**src/rtl/pwm_deadtime_pkg.sv**
```systemverilog
// Shared types and constants for the dead-time inserting gate driver.
package pwm_deadtime_pkg;

    localparam int DTW_DEFAULT = 4;

    typedef enum logic [2:0] {
        ST_IDLE     = 3'd0,
        ST_DT_TO_HI = 3'd1,
        ST_HI_ON    = 3'd2,
        ST_DT_TO_LO = 3'd3,
        ST_LO_ON    = 3'd4,
        ST_FAULT    = 3'd5
    } state_e;

    function automatic logic is_dt_state(input state_e s);
        return (s == ST_DT_TO_HI) || (s == ST_DT_TO_LO);
    endfunction

endpackage

```
**src/rtl/pwm_dt_timer.sv**
```systemverilog
// Loadable down-counter timing one dead-time interval; done flags its last cycle.
module pwm_dt_timer
    import pwm_deadtime_pkg::*;
#(
    parameter int DTW = DTW_DEFAULT
) (
    input  logic           clk,
    input  logic           reset,
    input  logic           load_i,
    input  logic [DTW-1:0] load_val_i,
    input  logic           en_i,
    output logic           done_o
);

    logic [DTW-1:0] count_q;
    logic [DTW-1:0] count_d;

    always_comb begin
        count_d = count_q;
        if (load_i) begin
            count_d = load_val_i;
        end else if (en_i && (count_q != '0)) begin
            count_d = count_q - DTW'(1);
        end
    end

    always_ff @(posedge clk) begin
        if (reset) begin
            count_q <= '0;
        end else begin
            count_q <= count_d;
        end
    end

    // A count of 1 means the interval ends on the coming edge.
    assign done_o = (count_q <= DTW'(1));

endmodule

```
**src/rtl/pwm_deadtime.sv**
```systemverilog
// Complementary gate driver: inserts a programmable dead time between high and
// low side conduction and latches a fault state with both gates off.
module pwm_deadtime
    import pwm_deadtime_pkg::*;
#(
    parameter int DTW = DTW_DEFAULT
) (
    input  logic           clk,
    input  logic           reset,
    input  logic           pwm_in,
    input  logic [DTW-1:0] dt_cfg,
    input  logic           fault,
    input  logic           fault_clr,
    output logic           gate_hi,
    output logic           gate_lo,
    output logic           dt_active,
    output logic           fault_latched
);

    state_e         state_q;
    state_e         state_d;
    logic           pwm_s_q;
    logic           pwm_vld_q;
    logic           gate_hi_q;
    logic           gate_hi_d;
    logic           gate_lo_q;
    logic           gate_lo_d;
    logic           dt_active_q;
    logic           dt_active_d;
    logic           fault_latched_q;
    logic           fault_latched_d;
    logic           dt_done;
    logic           timer_load;
    logic           timer_en;
    logic [DTW-1:0] dt_load_val;

    // A zero setting still guarantees one cycle with both gates off.
    assign dt_load_val = (dt_cfg == '0) ? DTW'(1) : dt_cfg;
    assign timer_load  = is_dt_state(state_d) && (state_d != state_q);
    assign timer_en    = is_dt_state(state_q) && (state_d == state_q);

    pwm_dt_timer #(
        .DTW (DTW)
    ) u_dt_timer (
        .clk        (clk),
        .reset      (reset),
        .load_i     (timer_load),
        .load_val_i (dt_load_val),
        .en_i       (timer_en),
        .done_o     (dt_done)
    );

    always_ff @(posedge clk) begin
        if (reset) begin
            state_q         <= ST_IDLE;
            pwm_s_q         <= 1'b0;
            pwm_vld_q       <= 1'b0;
            gate_hi_q       <= 1'b0;
            gate_lo_q       <= 1'b0;
            dt_active_q     <= 1'b0;
            fault_latched_q <= 1'b0;
        end else begin
            state_q         <= state_d;
            pwm_s_q         <= pwm_in;
            pwm_vld_q       <= 1'b1;
            gate_hi_q       <= gate_hi_d;
            gate_lo_q       <= gate_lo_d;
            dt_active_q     <= dt_active_d;
            fault_latched_q <= fault_latched_d;
        end
    end

    always_comb begin
        state_d = state_q;
        if (fault) begin
            state_d = ST_FAULT;
        end else begin
            unique case (state_q)
                // Wait until pwm_s holds a real sample before picking a direction.
                ST_IDLE: begin
                    if (pwm_vld_q) begin
                        state_d = pwm_s_q ? ST_DT_TO_HI : ST_DT_TO_LO;
                    end
                end
                ST_DT_TO_HI: begin
                    if (!pwm_s_q) begin
                        state_d = ST_LO_ON;
                    end else if (dt_done) begin
                        state_d = ST_HI_ON;
                    end
                end
                ST_HI_ON: begin
                    if (!pwm_s_q) begin
                        state_d = ST_DT_TO_LO;
                    end
                end
                ST_DT_TO_LO: begin
                    if (pwm_s_q) begin
                        state_d = ST_HI_ON;
                    end else if (dt_done) begin
                        state_d = ST_LO_ON;
                    end
                end
                ST_LO_ON: begin
                    if (pwm_s_q) begin
                        state_d = ST_DT_TO_HI;
                    end
                end
                ST_FAULT: begin
                    if (fault_clr) begin
                        state_d = ST_IDLE;
                    end
                end
                default: state_d = ST_IDLE;
            endcase
        end
    end

    // Outputs are decoded from the next state so they switch on the same edge.
    always_comb begin
        gate_hi_d       = (state_d == ST_HI_ON);
        gate_lo_d       = (state_d == ST_LO_ON);
        dt_active_d     = is_dt_state(state_d);
        fault_latched_d = (state_d == ST_FAULT);
    end

    assign gate_hi       = gate_hi_q;
    assign gate_lo       = gate_lo_q;
    assign dt_active     = dt_active_q;
    assign fault_latched = fault_latched_q;

endmodule

```
**config.mk**
```make
export PLATFORM = sky130hd
export DESIGN_NAME = pwm_deadtime
export DESIGN_NICKNAME = d
export VERILOG_FILES = /design/src/rtl/pwm_deadtime_pkg.sv /design/src/rtl/pwm_dt_timer.sv /design/src/rtl/pwm_deadtime.sv
export SDC_FILE = /design/constraint.sdc
export NUM_CORES = 1
export LEC_CHECK = 0
export CORE_MARGIN = 2
export CORE_UTILIZATION = 45
export DETAILED_ROUTE_END_ITERATION = 7
export PLACE_DENSITY = 0.73
export RECOVER_POWER = 50
export SYNTH_ARGS = -nofsm -noshare
export SYNTH_HDL_FRONTEND = slang
export SYNTH_SLANG_ARGS = --single-unit
```
**constraint.sdc**
```tcl
create_clock -name clk -period 3.32 [get_ports clk]
set_input_delay 0.996 -clock clk [delete_from_list [all_inputs] [get_ports clk]]
set_output_delay 0.996 -clock clk [all_outputs]
set_load 0.02 [all_outputs]
```
Yosys cells after proc, flatten, opt, wreduce, memory -nomap -nowiden --
Cells that the tools add are included.
Cells by class: reduce and logical (&&, ||, !) cells 9, order comparisons 1, muxes and demuxes 15, $add $sub $neg 1, eq/ne operators 12
Operators by type and width (count):
- $mux 3 | 9
- $pmux 3 s6 | 1
- $eq 3x2->1 const B | 4
- $eq 3x3->1 const B | 4
- $mux 4 | 3
- $eq 3x1->1 const B | 2
- $le 4x1->1 const B | 1
- $logic_not 4->1 | 1
- $reduce_bool 4->1 | 1
- $sub 4x1->4 const B | 1
- $eq 3x3->1 | 1
- $logic_and 1x1->1 | 3
- $logic_not 3->1 | 1
- $ne 3x3->1 | 1
- $logic_or 1x1->1 | 2
- $mux 2 | 1
- $reduce_bool 2->1 | 1
- $mux 1 | 1
Storage, ports and cells: bits of input ports 9, word-level logic and storage cells 46, register bits 13, output and inout bits 4

Depth between registers and ports, before layout --
depth in word-level cells 10, depth in mapped cells 9, mapped depth without buffers 8

Hierarchy --
A second synthesis with hierarchy kept.
Second synthesis, totals: cell total of the unflattened synthesis 85, area total of the unflattened synthesis 716.9 um2
Modules (own cells, without submodules):
- pwm_deadtime | instances 1, sequential area each 180.2 um2, area an instance 435.4 um2, cells an instance 52
- pwm_dt_timer | instances 1, sequential area each 80.1 um2, area an instance 281.5 um2, cells an instance 33

Worst setup path before layout --
OpenSTA, ideal clock, no wires.
kind input -> register, from input port fault, to register u_dt_timer.count_q[3], setup slack 1008 ps, library setup time 92 ps, data arrival time 2220 ps, data required time 3228 ps, stages 6, buffers on the path 0, path through nor3b_1 nand4_1 o221a_2 a211oi_2 o2bb2a_1 o32ai_1
Between the ends: word-level cells in the longest chain between the ends 5, elaborated cells on any way between the ends 11, classes of those cells eq/ne: 4; mux: 2; reduce/logical: 5
RTL lines:
- start: declaration | line pwm_deadtime.sv:12 | input logic fault,
- $mux 3 * | line pwm_deadtime.sv:75 | if (fault) begin
- $eq 3x1->1 (tied with other cells) | line pwm_deadtime_pkg.sv:16 | return (s == ST_DT_TO_HI) || (s == ST_DT_TO_LO);
- $logic_or 1x1->1 / $logic_and 1x1->1 (equally long branches) | line pwm_deadtime_pkg.sv:16, pwm_deadtime.sv:40
- $logic_and 1x1->1 (on tied branches) | line pwm_deadtime.sv:39, pwm_dt_timer.sv:22
- $mux 4 / $reduce_bool 2->1 (equally long branches)
- end signal: assignment | line pwm_dt_timer.sv:31 | count_q <= count_d;
- end: declaration | line pwm_dt_timer.sv:15 | logic [DTW-1:0] count_q;
Mark *: on every way between the ends. The rest lies on a longest branch, timed or not. A chain may end at the register's enable or synchronous reset.

Final worst setup path --
from input port fault, to register u_dt_timer.count_q[2]
Same word-level chain as after synthesis.

==> key figures <==
Status
  – Outcome: complete, no violations

Synthesis
  – Mapped Cells: between 90 and 100
  – Syn Nets: 107
  – Most numerous cell in the Yosys netlist: dfxtp_1
  – Asr flop ratio synth: 0%
  – Ranking of synthesized cells by area: dfxtp_1, ha_1, a31oi_1
  – Post-synth EDFFs: 0
  – Commonest cells in the synthesized netlist: dfxtp_1, inv_1, nor2_1
  – Leading area contributor after synthesis: dfxtp_1
  – Ys flop type: dfxtp_1
  – Synth Cell Area: 818.3 µm²
  – #FFs+latches synth: 13
  – Register area share after synthesis: 31.80%
  – Synth warn: 0
  – Avg Inst Size Synth: roughly 8.6 µm²
  – Yosys top cell area share: 31.80%
  – Netlist cell types: 41

Floorplan
  – Die area: 2175 µm²
  – Row count: 15
  – # IOs: 13
  – Chip Height: 46.64 µm
  – Core Region: about 1700 µm²
  – Initial Utilization: between 40% and 50%
  – Die W: approximately 47 µm

Timing
  – Setup violators final: 0
  – Setup Skew: 0.001082 ns
  – Tightest Pin Transition: 0.4454 ns
  – Final hold vios: 0
  – Slew headroom: a little over two thirds
  – Fin Setup TNS: 0 ns
  – Final period util: 86.40%
  – Final min period: 2.869 ns
  – Fmax: 0.3486 GHz
  – Slew Limit Fails: 0
  – RSZ-0062 raised after global routing: no

Critical path
  – Top delay family on crit path: compound AO/OA/AOI/OAI gates
  – WP buf/inv: 1
  – Launch point of the worst reg-to-reg path: u_dt_timer.count_q[0]
  – Kind of critical path: primary input to flop
  – Worst r2r path cells: 8
  – Crit-path slowest cell: dlygate4sd3_1
  – Crit path DAT: 3.06 ns
  – Register-to-register setup slack: 0.79 ns
  – Maximum fanout along the worst path: 8
  – Largest stage delay on the critical path: 0.61 ns
  – Req. time, crit path: 3.51 ns
  – CP Capture Type: flop
  – Crit Reg-Reg Endpoint: u_dt_timer.count_q[2]
  – CP Launch Type: primary input
  – Crit-path cells: dlygate4sd3_1, nor3b_1, nand4_1, o221a_2, a211oi_2, o2bb2a_1, o32ai_1

Detailed routing
  – DR WL met2: 871 µm
  – Vias/cell: around 5.6
  – Top sig layer: met4
  – Residual DRC: 0
  – DR iter-0 viols: 32
  – Via count: 750
  – Final wirelength: 1867 µm
  – Routed len/inst: around 14 µm
  – Wire length on met3: 40 µm
  – Metal-1 WL: 894 µm
  – Final antenna-violating net count: 0
  – Initial DRT Pass Iterations: 7

Clocking
  – Post-CTS Setup Bufs: 0
  – Clk sinks: 13
  – Resized cells post-CTS: 0
  – Clk buf depth: 2
  – CTS tree: done
  – Clock slew at reported path FFs: 0.07 ns
  – Worst skew pair latency: 0.28 ns
  – H-Tree Depth: 1
  – Clk root buf: clkbuf_4
  – Hold-fix buffers at CTS: 0
  – Number of CTS-inserted buffers: 3

Min path
  – Hold endpoint: u_dt_timer.count_q[3]
  – HP Class: flop to flop
  – Hold Path Origin: u_dt_timer.count_q[3]
  – Depth of the worst hold-timing path: 2

GRT
  – Remaining global-route overflow: 0
  – Total Routing Usage GR: 20.48%
  – First-pass GRT wire length: 3036 µm
  – Largest net degree at the start of global routing: 12
  – Vias in the first global route: 705
  – Initial antenna violation count: 0

Cells and area
  – Layout Nets: 121
  – Non-Filler Instances: 133
  – Area Overhead vs Synth: 19.11%
  – Multi-input logic area: 503.0 µm²
  – Share of cells above drive strength 1: 12.96%
  – Antenna cell count: 0
  – Filler cells: around 160
  – Storage cell area: 260.3 µm²

Run
  – Max_cap viols: 0

Pwr
  – Peak supply drop: 0.0002883 V
  – Leakage power: 0.3487 nW
  – Pwr per Cell Area: 376.4 nW/µm²

Placement
  – RePlAce Congestion: 0.8202
  – Buffers on Ports: 12
  – Placed insts: 129
  – Post-DP HPWL: 1317 µm
-- layer usage --
| metal | GRT usage [%] | vias up |
|---|---|---|
| li1 | - | 376 |
| met3 | 2.745 | 6 |
| met2 | 28.89 | 20 |
| met4 | 17.22 | 0 |
| met1 | 27.06 | 348 |
| met5 | 0 | - |
-- final cells by class --
type                    instances  share of cell area [%]
repair buffers                 13                   12.71
multi-input cells              70                   51.60
inverters                       8                   3.081
clock buffers                   4                   2.696
flip-flops and latches         13                   26.70
well taps                      25                   3.209
-- report_power, final --
part	switching (mW)	total [mW]	internal [mW]
logic	0.0463	0.0894	0.0431
registers	0.0138	0.179	0.166
clock network	0.0515	0.0982	0.0467
total	0.112	0.367	0.255
-- cell usage in the layout, fill, tap and decap left out, types with 2 or more instances in the layout --
cell	netlist	routed
inv_1	8	8
nand3b_1	3	3
o32ai_1	2	2
dlygate4sd3_1	0	4
dfxtp_1	13	13
o21ai_0	2	2
nand2b_1	5	5
clkdlybuf4s50_1	0	8
a31oi_1	5	5
or2_1	2	2
nor3b_1	2	2
clkbuf_4	0	3
o2bb2a_1	2	2
nor3_1	4	4
a21oi_1	2	2
nor2_1	8	8
nand2_1	5	5
ha_1	3	3
clkbuf_1	1	2
nor2b_1	3	3
-- through the flow --
stage	util [%]	hold slack [ns]	power, mW	cell area, µm²	setup WS (ns)
floorplan	-	0.4651	0.2440	818.3	1.008
global placement	55.14	0.4867	0.2705	952.2	0.3702
detailed placement	55.14	0.4861	0.2726	952.2	0.3037
CTS	56.67	0.4972	0.3714	978.4	0.6011
global route	56.45	0.5312	0.3840	974.7	0.3327
finish	56.45	0.4971	0.3668	974.7	0.4514
-- tightest hold or removal path, cell delays in order, from the launching register on --
cell	delay (ns)
dfxtp_1	0.33
nand2_1	0.06
o32ai_1	0.06
-- registers in the layout, summed over array words and instances (netlist names) --
register / cells
dt_active: 1
gate_hi: 1
u_dt_timer.count_q: 4
pwm_s_q: 1
state_q: 3
fault_latched: 1
gate_lo: 1
pwm_vld_q: 1
-- cells by family (layout without fill, tap and decap cells) --
group / count (synthesis) / in the layout / synth area share [%]
AOI/OAI and AO/OA: 24 / 24 / 25.54
adders and majority gates: 3 / 3 / 4.588
buffers and inverters: 12 / 25 / 6.727
DFF: 13 / 13 / 31.80
muxes: 2 / 2 / 2.599
and+or+nand+nor: 41 / 41 / 28.75
-- how the worst max path moves through the flow --
stage / start / end / slack (ns) / cells past startpoint
2_1_floorplan: fault / u_dt_timer.count_q[3] / 1.01 / 6
3_3_place_gp: fault / u_dt_timer.count_q[3] / 0.37 / 7
3_5_place_dp: fault / u_dt_timer.count_q[2] / 0.30 / 7
4_1_cts: fault / u_dt_timer.count_q[3] / 0.60 / 7
5_1_grt: fault / u_dt_timer.count_q[3] / 0.33 / 7
6_report: fault / u_dt_timer.count_q[2] / 0.45 / 7
Power figures use the tool's default switching activity.
==> RTL change 1 (config.mk and constraints unchanged) <==
Put one more register stage on the output `gate_hi`, with the module's reset. The value now appears one clock later. The other outputs are not delayed to match.
--- a/src/rtl/pwm_deadtime.sv
+++ b/src/rtl/pwm_deadtime.sv
@@ -126,3 +126,9 @@
 
-    assign gate_hi       = gate_hi_q;
+    always_ff @(posedge clk) begin
+        if (reset) begin
+            gate_hi <= '0;
+        end else begin
+            gate_hi <= gate_hi_q;
+        end
+    end
     assign gate_lo       = gate_lo_q;
Function: changed (Yosys sat finds a counterexample within 4 cycles, from zero or initial values and one cycle with reset high).
==> RTL change 1 against the unedited design <==
  * Sequential cell count is 1 higher
  * Fmax fell by 1.1%
  * Routed wire length is 19% lower
  * Total power up 8.9%
  * Largest cell class unchanged
  * Cell area fell by 1.3%
  * Highest routed layer unchanged
  * Synthesized area up 0.92%
  * Setup slack worse by 31 ps
  * Synthesized cell count shrank 4.2%
  * Critical path type unchanged
  * Critical endpoint is now u_dt_timer.count_q[3]
  * Non-clock buffer count fell by 1
==> RTL change 1: results (changes against the unedited design) <==
metric,value,unit,change
outcome,"complete, no violations",,unchanged
wl,1500,µm,was 1870 µm
finClkSkew,3.65,ps,was 1.08 ps
clkTransAtPathRegs,80,ps,
grt_start_max_net_pins,12,,unchanged
insertedDiodeCount,0,,unchanged
hp-start,gate_hi_q,,was u_dt_timer.count_q[3]
nets,115,,was 121
clock_latency,270,ps,
finalHoldViolCount,0,,unchanged
top_regs,"u_dt_timer.count_q x4, state_q x3",,unchanged
io_buffers,12,,unchanged
gp_congestion,0.848,,was 0.820
cts_buffer_depth,2,,unchanged
htreeDepth,1,,unchanged
post-cts-setup-buffers,0,,unchanged
cpMaxStageDelayCell,a311oi_1,,was dlygate4sd3_1
dp_hpwl,1130,µm,was 1320 µm
grt_util_all_layers,0.160,,was 0.205
cts-resized-gates,0,,unchanged
synthTopCellsByCount,"14 x dfxtp_1, 9 x nor2_1",,"was 13 x dfxtp_1, 8 x inv_1, 8 x nor2_1"
vias_per_cell,5.13,,was 5.64
synth_nets,103,,was 107
cts_buffers,3,,unchanged
synth-main-ff-cell,dfxtp_1,,unchanged
cpPeakStageDelay,570,ps,was 610 ps
drive_gt1_frac,0.118,,was 0.130
synth_cell_type_count,41,,unchanged
ys_seq_area_frac,0.339,,was 0.318
async_reset_ff_frac,0,,unchanged
first_iter_violations,6,,was 32
cp_top_family,compound AO/OA/AOI/OAI gates,,unchanged
peakVddDrop,0.000376,V,was 0.000288 V
antenna_found_initial,0,,unchanged
synth.area.top_cells,"dfxtp_1 34%, ha_1 4.5%, nand3b_1 4.5%",,"was dfxtp_1 32%, ha_1 4.6%, a31oi_1 3.8%"
arrival,3060,ps,about the same
critPathMaxFanout,8,,unchanged
cts_root_buf,clkbuf_4,,unchanged
first_global_vias,595,,was 705
postPlaceCellArea,938,µm²,was 952 µm²
relSlewSlack,0.597,,was 0.703
cp-startpoint,fault_clr,,was fault
dr.pass1.iters,4,,was 7
hold_path_class,flop to flop,,unchanged
yosysWarnings,0,,unchanged
power_leakage,0.000364,µW,was 0.000349 µW
grt_pass1_wl,2570,µm,was 3040 µm
r2r_start,u_dt_timer.count_q[0],,unchanged
RTL change 1: report_power, final:
part,switching [µW],total (µW),internal (µW)
clock network,49.7,116,66.5
registers,14.6,194,179
logic,44.4,89.4,45.0
RTL change 1: per-layer routing:
metal | part of all wire | global-route usage | vias to the layer above
li1 | - | - | 348
met1 | 0.53 | 0.243 | 294
met2 | 0.44 | 0.241 | 8
met3 | 0.025 | 0.0346 | 2
met4 | 0.0047 | 0.0167 | 0
met5 | 0 | 0 | -
RTL change 1: worst register-to-register path, stage by stage, from the launching register on:
cell	delay [ps]
dfxtp_1	380
inv_1	90
ha_1	240
nor2_1	280
nor2_2	100
o2bb2ai_1	350
and3_1	370
and4b_1	230
a311o_1	260
RTL change 1: final timing paths:
path                           end  depth (start not counted)  slack [ps]
min reg2reg                gate_hi                          1         450
max          u_dt_timer.count_q[3]                          6         420
min                        gate_hi                          1         450
max reg2reg  u_dt_timer.count_q[3]                          8         930
RTL change 1: through the flow:
stage	setup WS (ps)	utilization	power, µW	std cells	hold slack (ps)
after floorplan	1020	-	266	91	414
after global placement	417	0.543	289	123	436
after detailed placement	380	0.543	291	123	448
after CTS	640	0.564	405	127	459
after global routing	325	0.557	422	127	475
final	420	0.557	399	127	450
RTL change 1: cell families after synthesis:
| kind of cell | count (synthesis) | synth area share |
|---|---|---|
| AOI/OAI and AO/OA | 20 | 0.206 |
| adders and majority gates | 3 | 0.0455 |
| buffers and inverters | 10 | 0.0697 |
| DFF | 14 | 0.339 |
| muxes | 2 | 0.0242 |
| and+or+nand+nor | 42 | 0.315 |
RTL change 1: layout make-up:
cell class	count	area, µm²
clock buffer	4	36.3
fill	172	764
inverter	5	18.8
multi-input combinational	67	475
sequential	14	280
tap	25	31.3
timing repair buffer	12	120
==> RTL change 2 (config.mk and constraints unchanged) <==
Made on the original files. Set the package constant `DTW_DEFAULT` to 5 (it was 4).
--- a/src/rtl/pwm_deadtime_pkg.sv
+++ b/src/rtl/pwm_deadtime_pkg.sv
@@ -3,3 +3,3 @@
 
-    localparam int DTW_DEFAULT = 4;
+    localparam int DTW_DEFAULT = 5;
 
Interface: changed (resized dt_cfg); port bits go from 13 to 14. The function was not compared with the original's and may differ.
==> RTL change 2 against the unedited design <==
  * Die area grew 7.6%
  * Largest power group unchanged
  * Setup slack improved by 42 ps
  * Sequential share of layout area increased by 0.42 points
  * Cell area up 6.0%
  * Fmax rose by 1.5%
  * Sequential cell count increased by 1
  * Clock power rose by 27%
  * Critical endpoint is now u_dt_timer.count_q[1]
  * Utilization fell by 2.1 points
  * Synthesized area up 8.3%
  * Critical path type unchanged
  * Hold slack gained 28 ps
  * Global-route usage decreased by 2.6 points
  * Total power up 25%
  * Combinational power is 47% higher
  * Routed wire length increased by 3.1%
==> RTL change 2: results (changes against the unedited design) <==
metric,value,unit,change
outcome,"complete, no violations",,unchanged
synthTopCellsByCount,"14 x dfxtp_1, 10 x nor2_1, 9 x nand3_1",,"was 13 x dfxtp_1, 8 x inv_1, 8 x nor2_1"
ff2ff_path_depth,5,,was 8
dp_hpwl,1380,µm,was 1320 µm
wl_met1,855,µm,was 894 µm
ys_seq_area_frac,0.316,,was 0.318
power_leakage,0.000383,µW,was 0.000349 µW
cpPeakStageDelay,590,ps,was 610 ps
r2r_start,state_q[2],,was u_dt_timer.count_q[0]
insertedDiodeCount,0,,unchanged
holdPathEnd,u_dt_timer.count_q[4],,was u_dt_timer.count_q[3]
finClkSkew,8.35,ps,was 1.08 ps
drive_gt1_frac,0.116,,was 0.130
hp-start,u_dt_timer.count_q[4],,was u_dt_timer.count_q[3]
postPlaceCellArea,0.00100,mm²,was 952 µm²
nets,126,,was 121
gp_congestion,0.864,,was 0.820
grtUsageMet2,0.287,,was 0.289
tightest_slew,613,ps,was 445 ps
grt_pass1_wl,3280,µm,was 3040 µm
whs,526,ps,was 497 ps
rr_endpoint,u_dt_timer.count_q[1],,was u_dt_timer.count_q[2]
post-place-ws,395,ps,was 304 ps
synth_cell_type_count,43,,was 41
dr.pass1.iters,4,,was 7
met1_usage,0.222,,was 0.271
wire_per_inst,13.8,µm,was 14.0 µm
met3_usage,0.0278,,was 0.0275
io_buffers,13,,was 12
dp.cells,135,,was 129
total_power,458,µW,was 367 µW
wl,1920,µm,was 1870 µm
wl_met3,103,µm,was 40 µm
first_iter_violations,37,,was 32
first_global_vias,752,,was 705
grt_util_all_layers,0.179,,was 0.205
arrival,3030,ps,was 3060 ps
via_count,815,,was 750
syn_area_per_cell,8.95,µm²,was 8.61 µm²
peakVddDrop,0.000224,V,was 0.000288 V
grt_start_max_net_pins,14,,was 12
top_regs,"u_dt_timer.count_q x5, state_q x3",,"was u_dt_timer.count_q x4, state_q x3"
synth.area.top_cells,"dfxtp_1 32%, nand3_1 5.1%, ha_1 4.2%",,"was dfxtp_1 32%, ha_1 4.6%, a31oi_1 3.8%"
wl_met2,899,µm,was 871 µm
synth_nets,112,,was 107
## RTL change 2: changes by cell type after synthesis, moves of 2 or more
cell      delta
nand2b_1     -3
and2_1       +2
nor4_1       +3
buf_2        -2
nand3b_1     -2
buf_6        +2
nand3_1      +8
o21ai_0      -2
or2_1        -2
nor2_1       +2
nand2_1      -4
a21oi_1      +3
o2bb2a_1     -2
## RTL change 2: worst max-delay path by stage
stage | startpoint | to | slack, ps | cells past startpoint
after global routing | fault_clr | u_dt_timer.count_q[1] | 300 | 6
after CTS | fault_clr | u_dt_timer.count_q[2] | 670 | 7
final | fault_clr | u_dt_timer.count_q[1] | 490 | 6
after floorplan | fault_clr | u_dt_timer.count_q[2] | 1050 | 6
after global placement | fault_clr | u_dt_timer.count_q[2] | 410 | 7
after detailed placement | fault_clr | u_dt_timer.count_q[2] | 390 | 7
## RTL change 2: logic make-up after synthesis
family                     synth area share
AOI/OAI and AO/OA                     0.256
adders and majority gates            0.0424
buffers and inverters                0.0833
DFF                                   0.316
muxes                                0.0282
and+or+nand+nor                       0.274
## RTL change 2: critical path: cells and delay by family
| kind | cells | cell delay (ps) |
|---|---|---|
| AO/OA/AOI/OAI | 3 | 1000 |
| buffers and inverters | 1 | 590 |
| AND/OR/NAND/NOR | 2 | 440 |
## RTL change 2: report_power, final
group	internal, µW	leakage (µW)	switching (µW)
registers	181	0.000115	20.5
logic	58.5	0.000247	72.5
clock network	66.9	0.0000210	58.2
total	307	0.000383	151
## RTL change 2: area by class of cell
| type | count | area, µm² |
|---|---|---|
| Tap cell | 27 | 33.8 |
| Sequential cell | 14 | 280 |
| Inverter | 7 | 26.3 |
| Clock buffer | 4 | 36.3 |
| Multi-Input combinational cell | 74 | 527 |
| Fill cell | 173 | 868 |
| Timing Repair Buffer | 13 | 130 |
